[src/rtl/cpu_pkg.sv]
// Shared CPU front-end definitions: default widths, reset PC, instruction
// field positions, the NOP encoding and the fetch buffer entry layout.
package cpu_pkg;

   localparam int unsigned ADDR_W           = 32;
   localparam int unsigned INSTR_W          = 32;
   localparam logic [31:0] RESET_PC_DEFAULT = 32'h0000_0000;

   // Register-source field positions inside an instruction word
   localparam int unsigned RS1_LSB = 15;
   localparam int unsigned RS2_LSB = 20;

   // addi x0, x0, 0
   localparam logic [31:0] NOP = 32'h0000_0013;

   // One buffered fetch: the word and the PC it was fetched from
   typedef struct packed {
      logic [ADDR_W-1:0]  pc;
      logic [INSTR_W-1:0] instr;
   } fetch_entry_t;

endpackage

[src/rtl/fetch_stage_if.sv]
// Instruction-memory request/response bundle between the fetch stage and
// instruction memory.
//   master (fetch side) : drives imem_req_valid/imem_req_addr,
//                         samples imem_req_ready/imem_rsp_valid/imem_rsp_data
//   slave  (memory side): the mirror image
interface fetch_stage_if #(
   parameter int unsigned ADDR_W  = 32,
   parameter int unsigned INSTR_W = 32
) ();

   logic               imem_req_valid;
   logic               imem_req_ready;
   logic [ADDR_W-1:0]  imem_req_addr;
   logic               imem_rsp_valid;
   logic [INSTR_W-1:0] imem_rsp_data;

   modport master (
      output imem_req_valid,
      output imem_req_addr,
      input  imem_req_ready,
      input  imem_rsp_valid,
      input  imem_rsp_data
   );

   modport slave (
      input  imem_req_valid,
      input  imem_req_addr,
      output imem_req_ready,
      output imem_rsp_valid,
      output imem_rsp_data
   );

endinterface

[src/rtl/fetch_buffer.sv]
// Small synchronous FIFO with push, pop, flush and an occupancy count.
// Ports:
//   clk, arst      clock, asynchronous active-high reset
//   i_push/i_data  write one entry (ignored during flush)
//   i_pop          drop the head entry (ignored when empty or during flush)
//   i_flush        empty the FIFO this edge
//   o_data         current head entry (undefined when o_count == 0)
//   o_count        number of valid entries
module fetch_buffer #(
   parameter int unsigned DEPTH = 2,
   parameter int unsigned WIDTH = 64
) (
   input  logic                       clk,
   input  logic                       arst,
   input  logic                       i_push,
   input  logic                       i_pop,
   input  logic                       i_flush,
   input  logic [WIDTH-1:0]           i_data,
   output logic [WIDTH-1:0]           o_data,
   output logic [$clog2(DEPTH+1)-1:0] o_count
);

   localparam int unsigned PTR_W = (DEPTH > 1) ? $clog2(DEPTH) : 1;
   localparam int unsigned CNT_W = $clog2(DEPTH + 1);
   localparam logic [PTR_W-1:0] LAST_PTR = PTR_W'(DEPTH - 1);
   localparam logic [CNT_W-1:0] FULL_CNT = CNT_W'(DEPTH);

   logic [WIDTH-1:0] r_mem [DEPTH];
   logic [PTR_W-1:0] r_wr_ptr;
   logic [PTR_W-1:0] r_rd_ptr;
   logic [CNT_W-1:0] r_count;

   logic w_do_push;
   logic w_do_pop;

   assign w_do_push = i_push && !i_flush;
   assign w_do_pop  = i_pop && !i_flush && (r_count != '0);

   // Pointers and occupancy
   always_ff @(posedge clk or posedge arst) begin
      if (arst) begin
         r_wr_ptr <= '0;
         r_rd_ptr <= '0;
         r_count  <= '0;
      end else if (i_flush) begin
         r_wr_ptr <= '0;
         r_rd_ptr <= '0;
         r_count  <= '0;
      end else begin
         if (w_do_push) r_wr_ptr <= (r_wr_ptr == LAST_PTR) ? '0 : r_wr_ptr + PTR_W'(1);
         if (w_do_pop)  r_rd_ptr <= (r_rd_ptr == LAST_PTR) ? '0 : r_rd_ptr + PTR_W'(1);
         if (w_do_push && !w_do_pop)      r_count <= r_count + CNT_W'(1);
         else if (!w_do_push && w_do_pop) r_count <= r_count - CNT_W'(1);
      end
   end

   // Storage holds data only; no reset needed
   always_ff @(posedge clk) begin
      if (w_do_push) r_mem[r_wr_ptr] <= i_data;
   end

   assign o_data  = r_mem[r_rd_ptr];
   assign o_count = r_count;

   // Callers throttle so that a push always finds a free slot
   a_no_push_when_full: assert property (@(posedge clk) disable iff (arst)
      !(w_do_push && (r_count == FULL_CNT)));

endmodule

[src/rtl/fetch_stage.sv]
// Instruction fetch stage: owns the PC, issues in-order requests to
// instruction memory, buffers returned words and drives the IF/ID register.
// Optional build macro FETCH_PERF_CNT_EN adds saturating performance counters.
// Ports:
//   clk, arst                 clock, asynchronous active-high reset
//   stall_pc                  hold PC and issue no new request
//   stall_if_id               hold the IF/ID register and buffer head
//   redirect_valid/_pc        taken branch/jump: flush and refetch from _pc
//   imem (master)             instruction-memory request/response bundle
//   if_id_valid/_pc/_instr    IF/ID register contents (valid=0 is a bubble)
//   if_id_rs1/_rs2            register-source fields of if_id_instr
//   perf_*_cnt                bubble/stall/flush counters (FETCH_PERF_CNT_EN)
module fetch_stage #(
   parameter int unsigned       ADDR_W    = cpu_pkg::ADDR_W,
   parameter int unsigned       INSTR_W   = cpu_pkg::INSTR_W,
   parameter logic [ADDR_W-1:0] RESET_PC  = ADDR_W'(cpu_pkg::RESET_PC_DEFAULT),
   parameter int unsigned       BUF_DEPTH = 2
) (
   input  logic               clk,
   input  logic               arst,
   input  logic               stall_pc,
   input  logic               stall_if_id,
   input  logic               redirect_valid,
   input  logic [ADDR_W-1:0]  redirect_pc,
   fetch_stage_if.master      imem,
   output logic               if_id_valid,
   output logic [ADDR_W-1:0]  if_id_pc,
   output logic [INSTR_W-1:0] if_id_instr,
   output logic [4:0]         if_id_rs1,
   output logic [4:0]         if_id_rs2
`ifdef FETCH_PERF_CNT_EN
   ,
   output logic [31:0]        perf_bubble_cnt,
   output logic [31:0]        perf_stall_cnt,
   output logic [31:0]        perf_flush_cnt
`endif
);

   localparam int unsigned CNT_W     = $clog2(BUF_DEPTH + 1);
   localparam int unsigned E_ADDR_W  = cpu_pkg::ADDR_W;
   localparam int unsigned E_INSTR_W = cpu_pkg::INSTR_W;
   localparam logic [CNT_W-1:0] DEPTH_C = CNT_W'(BUF_DEPTH);

   logic [ADDR_W-1:0]  r_pc;
   logic [CNT_W-1:0]   r_outstanding;
   logic [CNT_W-1:0]   r_drop_cnt;
   logic               r_if_id_valid;
   logic [ADDR_W-1:0]  r_if_id_pc;
   logic [INSTR_W-1:0] r_if_id_instr;

   logic [CNT_W-1:0]   w_buf_count;
   logic [CNT_W-1:0]   w_tag_count;
   logic [CNT_W-1:0]   w_inflight;
   logic [CNT_W-1:0]   w_out_next;
   logic [ADDR_W-1:0]  w_rsp_tag;
   cpu_pkg::fetch_entry_t w_push_entry;
   cpu_pkg::fetch_entry_t w_head_entry;
   logic w_req_valid;
   logic w_accept;
   logic w_rsp_drop;
   logic w_rsp_keep;
   logic w_tag_pop;
   logic w_buf_push;
   logic w_buf_pop;
   logic w_load_head;
   logic w_load_rsp;
   logic w_bubble;

   // Request throttle: every outstanding request owns a future buffer slot
   assign w_inflight  = w_buf_count + r_outstanding;
   assign w_req_valid = !arst && !redirect_valid && !stall_pc && (w_inflight < DEPTH_C);
   assign w_accept    = w_req_valid && imem.imem_req_ready;

   // Responses owed to a flushed path are discarded without touching the tags
   assign w_rsp_drop = imem.imem_rsp_valid && (r_drop_cnt != '0);
   assign w_tag_pop  = imem.imem_rsp_valid && (r_drop_cnt == '0);
   assign w_rsp_keep = w_tag_pop && !redirect_valid;

   assign imem.imem_req_valid = w_req_valid;
   assign imem.imem_req_addr  = r_pc;

   always_comb begin
      w_push_entry       = '0;
      w_push_entry.pc    = E_ADDR_W'(w_rsp_tag);
      w_push_entry.instr = E_INSTR_W'(imem.imem_rsp_data);
   end

   // IF/ID load selection: redirect > stall > buffer head > bypass > bubble
   always_comb begin
      w_load_head = 1'b0;
      w_load_rsp  = 1'b0;
      w_bubble    = 1'b0;
      w_buf_push  = 1'b0;
      w_buf_pop   = 1'b0;
      if (redirect_valid) begin
         w_buf_push = 1'b0;
      end else if (stall_if_id) begin
         w_buf_push = w_rsp_keep;
      end else if (w_buf_count != '0) begin
         w_load_head = 1'b1;
         w_buf_pop   = 1'b1;
         w_buf_push  = w_rsp_keep;
      end else if (w_rsp_keep) begin
         w_load_rsp = 1'b1;
      end else begin
         w_bubble = 1'b1;
      end
   end

   // Outstanding count after this cycle's accept and response
   always_comb begin
      w_out_next = r_outstanding;
      if (w_accept && !imem.imem_rsp_valid)      w_out_next = r_outstanding + CNT_W'(1);
      else if (!w_accept && imem.imem_rsp_valid) w_out_next = r_outstanding - CNT_W'(1);
   end

   // PC, outstanding and drop bookkeeping
   always_ff @(posedge clk or posedge arst) begin
      if (arst) begin
         r_pc          <= RESET_PC;
         r_outstanding <= '0;
         r_drop_cnt    <= '0;
      end else begin
         r_outstanding <= w_out_next;
         if (redirect_valid) begin
            r_pc       <= redirect_pc;
            r_drop_cnt <= w_out_next;
         end else begin
            if (w_accept)   r_pc       <= r_pc + ADDR_W'(4);
            if (w_rsp_drop) r_drop_cnt <= r_drop_cnt - CNT_W'(1);
         end
      end
   end

   // IF/ID pipeline register
   always_ff @(posedge clk or posedge arst) begin
      if (arst) begin
         r_if_id_valid <= 1'b0;
         r_if_id_pc    <= '0;
         r_if_id_instr <= '0;
      end else if (redirect_valid) begin
         r_if_id_valid <= 1'b0;
      end else if (w_load_head) begin
         r_if_id_valid <= 1'b1;
         r_if_id_pc    <= ADDR_W'(w_head_entry.pc);
         r_if_id_instr <= INSTR_W'(w_head_entry.instr);
      end else if (w_load_rsp) begin
         r_if_id_valid <= 1'b1;
         r_if_id_pc    <= w_rsp_tag;
         r_if_id_instr <= imem.imem_rsp_data;
      end else if (w_bubble) begin
         r_if_id_valid <= 1'b0;
      end
   end

   assign if_id_valid = r_if_id_valid;
   assign if_id_pc    = r_if_id_pc;
   assign if_id_instr = r_if_id_instr;
   assign if_id_rs1   = r_if_id_instr[cpu_pkg::RS1_LSB +: 5];
   assign if_id_rs2   = r_if_id_instr[cpu_pkg::RS2_LSB +: 5];

   // Fetched words waiting for IF/ID
   fetch_buffer #(
      .DEPTH (BUF_DEPTH),
      .WIDTH ($bits(cpu_pkg::fetch_entry_t))
   ) u_instr_buf (
      .clk     (clk),
      .arst    (arst),
      .i_push  (w_buf_push),
      .i_pop   (w_buf_pop),
      .i_flush (redirect_valid),
      .i_data  (w_push_entry),
      .o_data  (w_head_entry),
      .o_count (w_buf_count)
   );

   // PC of each accepted, not-yet-answered request on the current path
   fetch_buffer #(
      .DEPTH (BUF_DEPTH),
      .WIDTH (ADDR_W)
   ) u_tag_buf (
      .clk     (clk),
      .arst    (arst),
      .i_push  (w_accept),
      .i_pop   (w_tag_pop),
      .i_flush (redirect_valid),
      .i_data  (r_pc),
      .o_data  (w_rsp_tag),
      .o_count (w_tag_count)
   );

   a_tag_for_rsp: assert property (@(posedge clk) disable iff (arst)
      w_rsp_keep |-> (w_tag_count != '0));

`ifdef FETCH_PERF_CNT_EN
   logic [31:0] r_perf_bubble_cnt;
   logic [31:0] r_perf_stall_cnt;
   logic [31:0] r_perf_flush_cnt;

   // Saturating event counters
   always_ff @(posedge clk or posedge arst) begin
      if (arst) begin
         r_perf_bubble_cnt <= '0;
         r_perf_stall_cnt  <= '0;
         r_perf_flush_cnt  <= '0;
      end else begin
         if (w_bubble && (r_perf_bubble_cnt != '1))      r_perf_bubble_cnt <= r_perf_bubble_cnt + 32'd1;
         if (stall_if_id && (r_perf_stall_cnt != '1))    r_perf_stall_cnt  <= r_perf_stall_cnt + 32'd1;
         if (redirect_valid && (r_perf_flush_cnt != '1)) r_perf_flush_cnt  <= r_perf_flush_cnt + 32'd1;
      end
   end

   assign perf_bubble_cnt = r_perf_bubble_cnt;
   assign perf_stall_cnt  = r_perf_stall_cnt;
   assign perf_flush_cnt  = r_perf_flush_cnt;
`endif

endmodule

[src/flat_wrapper.sv]
// flat-port wrapper written by rule: the top's interface ports become plain ports
module fetch_stage_flat 
#(
   parameter int unsigned       ADDR_W    = cpu_pkg::ADDR_W,
   parameter int unsigned       INSTR_W   = cpu_pkg::INSTR_W,
   parameter logic [ADDR_W-1:0] RESET_PC  = ADDR_W'(cpu_pkg::RESET_PC_DEFAULT),
   parameter int unsigned       BUF_DEPTH = 2
)
  (clk, arst, stall_pc, stall_if_id, redirect_valid, redirect_pc, if_id_valid, if_id_pc, if_id_instr, if_id_rs1, if_id_rs2, imem_imem_req_valid, imem_imem_req_addr, imem_imem_req_ready, imem_imem_rsp_valid, imem_imem_rsp_data);
  fetch_stage_if #(.ADDR_W(ADDR_W), .INSTR_W(INSTR_W)) imem_i ();
  input  logic clk;
  input  logic arst;
  input  logic stall_pc;
  input  logic stall_if_id;
  input  logic redirect_valid;
  input  logic [ADDR_W-1:0] redirect_pc;
  output logic if_id_valid;
  output logic [ADDR_W-1:0] if_id_pc;
  output logic [INSTR_W-1:0] if_id_instr;
  output logic [4:0] if_id_rs1;
  output logic [4:0] if_id_rs2;
  output wire logic [$bits(imem_i.imem_req_valid)-1:0] imem_imem_req_valid;
  output wire logic [$bits(imem_i.imem_req_addr)-1:0] imem_imem_req_addr;
  input wire logic [$bits(imem_i.imem_req_ready)-1:0] imem_imem_req_ready;
  input wire logic [$bits(imem_i.imem_rsp_valid)-1:0] imem_imem_rsp_valid;
  input wire logic [$bits(imem_i.imem_rsp_data)-1:0] imem_imem_rsp_data;
  assign imem_imem_req_valid = imem_i.imem_req_valid;
  assign imem_imem_req_addr = imem_i.imem_req_addr;
  assign imem_i.imem_req_ready = imem_imem_req_ready;
  assign imem_i.imem_rsp_valid = imem_imem_rsp_valid;
  assign imem_i.imem_rsp_data = imem_imem_rsp_data;
  fetch_stage #(.ADDR_W(ADDR_W), .INSTR_W(INSTR_W), .RESET_PC(RESET_PC), .BUF_DEPTH(BUF_DEPTH)) u_core (.clk(clk), .arst(arst), .stall_pc(stall_pc), .stall_if_id(stall_if_id), .redirect_valid(redirect_valid), .redirect_pc(redirect_pc), .imem(imem_i), .if_id_valid(if_id_valid), .if_id_pc(if_id_pc), .if_id_instr(if_id_instr), .if_id_rs1(if_id_rs1), .if_id_rs2(if_id_rs2));
endmodule
[config.mk]
export PLATFORM = sky130hd
export DESIGN_NAME = fetch_stage_flat
export DESIGN_NICKNAME = d
export VERILOG_FILES = /design/src/rtl/cpu_pkg.sv /design/src/rtl/fetch_stage_if.sv /design/src/rtl/fetch_buffer.sv /design/src/rtl/fetch_stage.sv /design/src/flat_wrapper.sv
export SDC_FILE = /design/constraint.sdc
export NUM_CORES = 1
export LEC_CHECK = 0
export BUFFER_PORTS_ARGS = -buffer_cell sky130_fd_sc_hd__buf_2
export CORE_MARGIN = 3
export CORE_UTILIZATION = 25
export CTS_BUF_LIST = sky130_fd_sc_hd__clkbuf_4
export DETAILED_ROUTE_END_ITERATION = 8
export HOLD_SLACK_MARGIN = 0.03
export MAX_ROUTING_LAYER = met4
export SLEW_MARGIN = 10
export SYNTH_ARGS = -nofsm -noshare
export SYNTH_HDL_FRONTEND = slang
export SYNTH_HIERARCHICAL = 1
export SYNTH_SLANG_ARGS = --single-unit
[constraint.sdc]
create_clock -name clk -period 10.9 [get_ports clk]
set_input_delay 1.09 -clock clk [delete_from_list [all_inputs] [get_ports clk]]
set_output_delay 1.09 -clock clk [all_outputs]
set_load 0.05 [all_outputs]
# [Word level (Yosys, flattened, before mapping)]
# Memories as Yosys holds them, arrays and structs flattened.
# Index checks and enable logic that the tools add are counted.
[totals] rom_bits=0 regBits=109 wordCells=121 output_inout_bits=108 inputBits=71 mem_bits_rw=192 latchBits=0 memories=2
[op_classes] shift=0 n_lt_le_gt_ge=1 n_div=0 n_reduce_logical=42 mux=50 addsub=13 multipliers=0 bitwise=1 n_eq_ne=0
[memory_table] memory="u_core.u_instr_buf.r_mem" depth=2 word_bits=64 read_ports=1 rd_ports_with_merged_regs=0 write_ports=1 line_no="fetch_buffer.sv:28" rtl="logic [WIDTH-1:0] r_mem [DEPTH];"
[memory_table] memory="u_core.u_tag_buf.r_mem" depth=2 word_bits=32 read_ports=1 rd_ports_with_merged_regs=0 write_ports=1 line_no="fetch_buffer.sv:28"
[op_table] op="2-to-1 mux 32 bit" count=6
[op_table] op="2-to-1 mux 1 bit" count=34
[op_table] op="adder 32 x 3 -> 32 bit (second input constant)" count=1
[op_table] op="2-to-1 mux 2 bit" count=10
[op_table] op="nonzero test 2 bit" count=10
[op_table] op="logical AND 1 bit" count=18
[op_table] op="logical NOT 1 bit" count=9
[op_table] op="subtractor 2 x 1 -> 2 bit (second input constant)" count=4
[op_table] op="adder 2 x 1 -> 2 bit (second input constant)" count=3
[op_table] op="nonzero test 3 bit" count=2
[op_table] op="adder 1 bit (second input constant)" count=4
[op_table] op="nonzero test 4 bit" count=1
[op_table] op="adder 2 bit" count=1
[op_table] op="logical NOT 2 bit" count=1
[op_table] op="less-than comparator 2 bit (second input constant)" count=1
[op_table] op="AND reduction 2 bit" count=1
[op_table] op="NOT 1 bit" count=1

# [Depth between registers and ports, before layout]
# Gate-level depths: netlist of the first run.
[depth] word_depth=12 mapped_depth=8

# [Hierarchy]
# Netlist of the first run, hierarchy kept.
[modules_own_cells] module="fetch_stage" cells_per_inst=553 seq_area_each_um2=2527.4 n_inst=1 area_per_inst_um2=5267.6
[modules_own_cells] module="fetch_buffer at u_core.u_instr_buf" cells_per_inst=223 seq_area_each_um2=3943.8 n_inst=1 area_per_inst_um2=4862.2
[modules_own_cells] module="fetch_buffer at u_core.u_tag_buf" cells_per_inst=124 seq_area_each_um2=2021.9 n_inst=1 area_per_inst_um2=2546.2

# [Least setup slack after synthesis of the first run]
# No wires, ideal clock.
[synth_path] path_type="in2reg" startpoint="in redirect_valid" endpoint="mem u_core.u_instr_buf.r_mem[0][0] (enable)" required_ns=10.414 n_path_buf=3 arrival_time_ns=5.118 path_stages=6 slack_ns=5.296 setup_time_ns=0.486 cell_sequence="clkbuf_1 -> clkbuf_1 -> clkbuf_1 -> nor3_1 -> or2b_1 -> nor2_1"
[synth_via] elab_chain_len=8
[synth_lines] element="from (decl)" line_no="flat_wrapper.sv:15" rtl="input logic redirect_valid;"
[synth_lines] element="logical NOT 1 bit" line_no="fetch_stage.sv:77" rtl="assign w_rsp_keep = w_tag_pop && !redirect_valid;"
[synth_lines] element="logical AND 1 bit" line_no="fetch_stage.sv:77"
[synth_lines] element="2-to-1 mux 1 bit" line_no="fetch_stage.sv:99" rtl="end else if (w_buf_count != '0) begin"
[synth_lines] element="2-to-1 mux 1 bit" line_no="fetch_stage.sv:97" rtl="end else if (stall_if_id) begin"
[synth_lines] element="2-to-1 mux 1 bit *" line_no="fetch_stage.sv:95" rtl="if (redirect_valid) begin"
[synth_lines] element="via u_core.w_buf_push" line_no="fetch_stage.sv:63" rtl="logic w_buf_push;"
[synth_lines] element="logical AND 1 bit *" line_no="fetch_buffer.sv:36" rtl="assign w_do_push = i_push && !i_flush;"
[synth_lines] element="2-to-1 mux 1 bit *" line_no="fetch_buffer.sv:59" rtl="if (w_do_push) r_mem[r_wr_ptr] <= i_data;"
[synth_lines] element="2-to-1 mux 1 bit (implied by the code) *" line_no="fetch_buffer.sv:59"
[synth_lines] element="to (decl)" line_no="fetch_buffer.sv:28"
# The timed path passes the listed nets; every way through them passes the cells marked *.

# [Final worst setup path of the first run]
[layout_path] startpoint="in redirect_valid" endpoint="mem u_core/u_tag_buf/r_mem[0][9] (netlist bit) (enable)"
[layout_via] elab_chain_len=8
[layout_lines] element="logical NOT 1 bit *" line_no="fetch_buffer.sv:36, fetch_stage.sv:71"
[layout_lines] element="logical AND 1 bit (3 in a row)" line_no="fetch_stage.sv:71" rtl="assign w_req_valid = !arst && !redirect_valid && !stall_pc && (w_inflight < DEPTH_C);"
[layout_lines] element="logical AND 1 bit" line_no="fetch_stage.sv:72" rtl="assign w_accept = w_req_valid && imem.imem_req_ready;"
[layout_lines] element="logical AND 1 bit *" line_no="fetch_buffer.sv:36"
[layout_lines] element="2-to-1 mux 1 bit *" line_no="fetch_buffer.sv:59"
[layout_lines] element="2-to-1 mux 1 bit (implied by the code) *" line_no="fetch_buffer.sv:59"
[layout_lines] element="to (decl)" line_no="fetch_buffer.sv:28"
# Every way passes the cells marked *; elsewhere a longest branch is shown, timed or not.

==> flow_summary.ini, run 1 <==
[cts]
clk_latency_ns = 0.78
cts-root-buf = clkbuf_4
ctsHoldBuffers = 0
numClockSinks = 301
ctsResizeCount = 0
clockBufferDepth = 3
cts_tree = yes
cts_buffers = 84
cts_setup_buffers = 0
clkTransAtPathRegs_ns = 0.06
h-tree-depth = 3

[setup_path]
worstReg2RegEnd = u_core/u_tag_buf/r_mem[0][9]$_DFFE_PP_
cp.arrival_ns = 4.06
cp-start-kind = input pin
rr_startpoint = u_core/u_instr_buf/o_count[1]$_DFFE_PP0P_
critPathTopFamily = simple AND/OR/NAND/NOR gates
crit_cells = 8
cpMaxStageDelayCell = nor2_4
ff2ff_path_depth = 6
critPathBufInv = 3
cp_cell_sequence = buf_2 > buf_4 > nor3_1 > and2_1 > nand2_2 > inv_2 > or2b_1 > nor2_4
cp-startpoint = redirect_valid
r2r_slack_ns = 7.38
crit_path_end = u_core/u_tag_buf/r_mem[0][9]$_DFFE_PP_
path_max_fanout = 59
critPathKind = in2reg
critical_path.max_stage_delay_ns = 0.74
cp.required_ns = 11.28
endpoint_kind = flop

[run]
drv_cap = 0

[place]
dp_cells = 1698
gp_congestion = 0.816
port_buffers = 178
dp_hpwl_mm = 20.1
postPlaceCellArea_um2 = 14200

[die]
rows = 81
core_um2 = 49600
die_area_um2 = 53400
ios = 179
dieHeight_um = 231
fp.dieW_um = 231
start_util_pct = 25.6

[synthesis]
yosys.area.top_type = edfxtp_1
async_reset_ff_share_pct = 36.2
avgSynthCellArea_um2 = 14.1
synthesis.area_um2 = 12700
syn-num-nets = 973
ys_seq_area_share_pct = 67.0
yosys_warnings = 6
yosys.area.top_type_share_pct = 45.5
synth_edf_count = 192
syn_inst = 900
synth_area_leaders = edfxtp_1, dfrtp_1, mux2_2, mux2i_1, o21ai_0
ys_seq_elements = 301
synth_cell_types = 55
synth_flop_cell = edfxtp_1

[layout]
multiInputGateArea_um2 = 3820
nFillCells = 5007
nets = 1193
final_cell_mix = edfxtp_1, buf_2, clkbuf_4
seq_area_um2 = 8500
drive_above_1_share_pct = 38.4
design_area_um2 = 15400
mostFrequentLayoutCell = edfxtp_1
syn_to_final_growth_pct = 21.1
final_cells = 1857

[power]
p_clk_share_pct = 30.5
combPwrFrac_pct = 27.7
power_switching_uw = 1340
p_seq_share_pct = 41.8
p_int_uw = 2180
powerDensity_nw_per_um2 = 229
ir_drop_uv = 85.6
switching_share_pct = 38.0
p_leak_uw = 0.00564

[drt]
vias = 8231
drt_iter0_markers = 433
drt-total-wl_mm = 31.4
ant_nets = 0
vias_per_cell = 4.43
drt_pre_antenna_iters = 5
post_drt_wl_per_cell_um = 16.9
route.detailed.drc = 0

[status]
status = completed

[sta]
period_needed_ns = 3.68
max_clock_freq_mhz = 272
rsz0062_at_grt = no
finalCritPeriodShare_pct = 33.8
finalClockSkew_ns = 0.0666
tns_ns = 0
maxSlewHeadroom_pct = 27.0
worstMarginPinSlew_ns = 1.10
maxSlewViolCount = 0
finalSetupViolations = 0
final_hold_viol_count = 0

[global_route]
grt_first_pass_wirelength_mm = 48.1
grt_overflow = 0
track_usage_pct = 12.1
grt_pass1_vias = 8281
grt_max_degree = 82
antenna_found_initial = 2

[min_path]
hp-class = in2async
worst min path at each step:
stage	cells after the start	endpoint	from	slack (ns)
floorplan	2	u_core/r_drop_cnt[0]$_DFFE_PP0P_	u_core/r_drop_cnt[0]$_DFFE_PP0P_	0.51
global placement	2	u_core/if_id_valid$_DFFE_PP0P_	u_core/if_id_valid$_DFFE_PP0P_	0.52
detailed placement	2	u_core/if_id_valid$_DFFE_PP0P_	u_core/if_id_valid$_DFFE_PP0P_	0.51
CTS	2	u_core/u_instr_buf/r_rd_ptr$_DFFE_PP0P_	arst	0.16
global route	2	u_core/u_instr_buf/r_wr_ptr$_DFFE_PP0P_	arst	0.18
finish	2	u_core/u_tag_buf/r_rd_ptr$_DFFE_PP0P_	arst	0.27
power by group through the flow:
stage / Sequential, uW / Combinational [uW] / Clock, uW
detailed placement: 1500 / 989 / 0
global route: 1500 / 1030 / 1190
CTS: 1480 / 989 / 1130
global placement: 1490 / 977 / 0
finish: 1470 / 974 / 1070
floorplan: 1930 / 291 / 0
kinds of logic (layout without fill, tap and decap cells):
kind of cell             after synthesis  in the layout  synth area share [%]
other                                  0              4                     0
AO/OA/AOI/OAI                        139            139                  6.55
AND/OR/NAND/NOR                      199            199                  7.66
buffers and inverters                 76            365                  3.17
adder cells (fa/ha/maj)                2              2                 0.197
XOR/XNOR                              14             14                  1.09
multiplexers                         169            169                  14.3
flip-flops                           301            301                  67.0
through the flow:
| stage | hold slack [ns] | utilization [%] | total power (uW) | setup WS, ns |
|---|---|---|---|---|
| 3_3_place_gp | 0.515 | 28.6 | 2470 | 6.56 |
| 6_report | 0.271 | 31.0 | 3520 | 7.22 |
| 3_5_place_dp | 0.513 | 28.6 | 2490 | 6.47 |
| 5_1_grt | 0.177 | 31.0 | 3710 | 7.09 |
| 2_1_floorplan | 0.515 | - | 2220 | 5.30 |
| 4_1_cts | 0.156 | 31.0 | 3600 | 7.23 |
worst reg2reg max path: stages, from the launching register on:
cell,delay (ns)
dfrtp_1,0.59
xor2_2,0.26
xor2_2,0.38
nand2_2,0.37
inv_2,0.43
or2b_1,0.35
nor2_4,0.74
routing by layer:
layer / GRT usage (%) / wire (um) / up-vias
met1: 15.5 / 14400 / 4042
met5: - / 0 / -
met4: 4.45 / 600 / 0
met3: 3.20 / 1880 / 48
li1: - / - / 3835
met2: 18.3 / 14500 / 306
cells in the mapped netlist, types with 4 or more instances:
| cell type | instances |
|---|---|
| edfxtp_1 | 192 |
| and3_1 | 4 |
| o31ai_1 | 6 |
| nand2_1 | 99 |
| mux2i_1 | 69 |
| and2_1 | 4 |
| xor2_1 | 4 |
| o21ai_0 | 90 |
| or4_1 | 4 |
| nor2b_1 | 4 |
| nand3_1 | 15 |
| a21oi_1 | 15 |
| buf_2 | 9 |
| o31a_1 | 4 |
| xnor2_1 | 8 |
| clkbuf_1 | 23 |
| mux2_2 | 100 |
| a221o_1 | 8 |
| inv_1 | 19 |
| dfrtp_1 | 109 |
| nor2_1 | 19 |
| buf_6 | 9 |
| buf_4 | 10 |
| nor3_1 | 13 |
| nand4_1 | 13 |
flip-flops by register name, summed over array words and instances (netlist names), 32 cells and up:
signal	flops
u_core/if_id_pc	32
u_core/u_instr_buf/r_mem	128
u_core/imem.imem_req_addr	32
u_core/u_tag_buf/r_mem	64
u_core/if_id_instr	32
layout make-up:
type	instances	area share, %
diodes	4	0.0652
clock buffers	140	6.84
clock inverters	15	0.636
inverters	23	0.579
multi-input cells	523	24.9
flip-flops and latches	301	55.3
well taps	664	5.41
repair buffers	187	6.24
Note: power is estimated with default switching activity, not from simulation.
==> run 2: changes to the inputs <==
clock period = 3.3 ns   (was 10.9 ns; I/O delays follow)
==> run 2 against run 1 <==
Net effect:
- register-to-register slack worse by 6.9 ns
- via count rose by 3.1%
- hold slack got worse by 0.0051 ns
- sequential cell count unchanged
==> flow_summary.ini, run 2 (synthesis gave the netlist of run 1 again) <==
[place]
gp_congestion = 0.852
dp_hpwl_mm = 20.1
dp_cells = 1701
port_buffers = 178

[drt]
vias = 8485
post_drt_wl_per_cell_um = 16.5
vias_per_cell = 4.39
drt-total-wl_mm = 31.8
routed.top_layer = met4
route.detailed.drc = 0
drt_iter0_markers = 554
drt_pre_antenna_iters = 5
met3_length_mm = 2.04
dr_wl_met2_mm = 14.7
routedLengthMet1_mm = 14.3
ant_nets = 0

[cts]
clk_latency_ns = 0.77
cts_buffers = 85
h-tree-depth = 3
ctsResizeCount = 0
cts_setup_buffers = 0
cts-root-buf = clkbuf_4
clockBufferDepth = 3
numClockSinks = 301
cts_tree = yes
clkTransAtPathRegs_ns = 0.07

[layout]
syn_to_final_growth_pct = 27.9
largestRegisters = u_core/u_instr_buf/r_mem x128, u_core/u_tag_buf/r_mem x64
final_util_pct = 32.7
drive_above_1_share_pct = 36.2
regMostFlops = u_core/u_instr_buf/r_mem
multiInputGateArea_um2 = 3820
final_cells = 1931
nFillCells = 4909
mostFrequentLayoutCell = edfxtp_1
nets = 1266
final_cell_mix = edfxtp_1, buf_2, clkbuf_4
largest_reg_flops = 128
seq_area_um2 = 8500

[run]
drv_cap = 0

[sta]
max_clock_freq_mhz = 357
worstMarginPinSlew_ns = 1.12
rsz0062_at_grt = no
finalSetupViolations = 0
final_hold_viol_count = 0
maxSlewHeadroom_pct = 25.1
finalClockSkew_ns = 0.0471
finalCritPeriodShare_pct = 84.8
maxSlewViolCount = 0
period_needed_ns = 2.80

[global_route]
track_usage_pct = 12.4
grt_overflow = 0
grt_first_pass_wirelength_mm = 49.8
antenna_found_initial = 2
grt_pass1_vias = 8761
grt_max_degree = 129

[setup_path]
critPathKind = reg2reg
critPathBufInv = 2
cp_cell_sequence = inv_1 > ha_1 > nand2_1 > nor3_1 > or2b_1 > nor2_4 > buf_12
path_max_fanout = 64
cp-startpoint = u_core/r_drop_cnt[0]$_DFFE_PP0P_
rr_startpoint = u_core/r_drop_cnt[0]$_DFFE_PP0P_
endpoint_kind = flop
cp-start-kind = flop
critPathTopFamily = simple AND/OR/NAND/NOR gates
cp.required_ns = 3.65
critical_path.max_stage_delay_ns = 0.62
cp.arrival_ns = 3.15
cpMaxStageDelayCell = nor3_1

[die]
fp.dieW_um = 231
dieHeight_um = 231
start_util_pct = 25.6
rows = 81
core_um2 = 49600
ios = 179
die_area_um2 = 53400

[power]
powerDensity_nw_per_um2 = 736
ir_drop_uv = 383
p_total_uw = 11900
p_leak_uw = 0.00599

[status]
status = completed

[min_path]
min_from = imem_imem_req_ready
hp-class = in2reg
-- run 2: cell type report --
type | instances | share of cell area [%]
antenna | 3 | 0.0463
clock buffer | 134 | 6.21
clock inverter | 24 | 1.29
inverter | 23 | 0.548
multi-input combinational | 523 | 23.6
sequential | 301 | 52.4
tap | 664 | 5.13
timing repair buffer | 259 | 10.8
-- run 2: where the power goes --
part	leakage [uW]	internal, uW	switching, uW
clock network	0.000717	2160	1580
logic	0.00220	775	2550
registers	0.00307	4510	355
total	0.00599	7440	4480
-- run 2: metal layers --
metal,up-vias,GRT usage [%]
met1,4133,15.4
met2,304,19.1
li1,3995,-
met3,53,3.72
met5,-,-
met4,0,4.73
-- run 2: repair_timing --
item                                    in CTS  in global routing
hold buffers                                69                  0
endpoints found under the setup margin       0                  0
hold endpoints to repair                   196                  0
-- run 2: final timing paths --
check	endpoint	slack, ns	cells after the start
worst min register to register	u_core/if_id_valid$_DFFE_PP0P_	0.53	2
min in group asynchronous	u_core/if_id_pc[16]$_DFFE_PP0P_	0.33	3
worst max register to register	u_core/u_instr_buf/r_mem[0][14]$_DFFE_PP_	0.50	7
max in group asynchronous	u_core/if_id_pc[18]$_DFFE_PP0P_	2.10	4
worst min-delay path	u_core/r_outstanding[1]$_DFF_PP0_	0.27	4
worst max-delay path	u_core/u_instr_buf/r_mem[0][14]$_DFFE_PP_	0.50	7
-- run 2: worst reg2reg max path, stage by stage, from the launching register on --
cell and delay (ns):
dfrtp_1 0.40, inv_1 0.09, ha_1 0.24, nand2_1 0.15, nor3_1 0.62, or2b_1 0.38, nor2_4 0.13, buf_12 0.35
-- run 2: through the flow --
step           hold slack, ns  area (um2)  setup TNS (ns)  setup WS (ns)
2_1_floorplan          0.0961       12700          -62.20         -0.486
3_3_place_gp            0.287       14300               0          0.720
3_5_place_dp            0.290       14300               0          0.641
4_1_cts                 0.140       16200               0          0.487
5_1_grt                 0.179       16200               0          0.345
6_report                0.266       16200               0          0.502
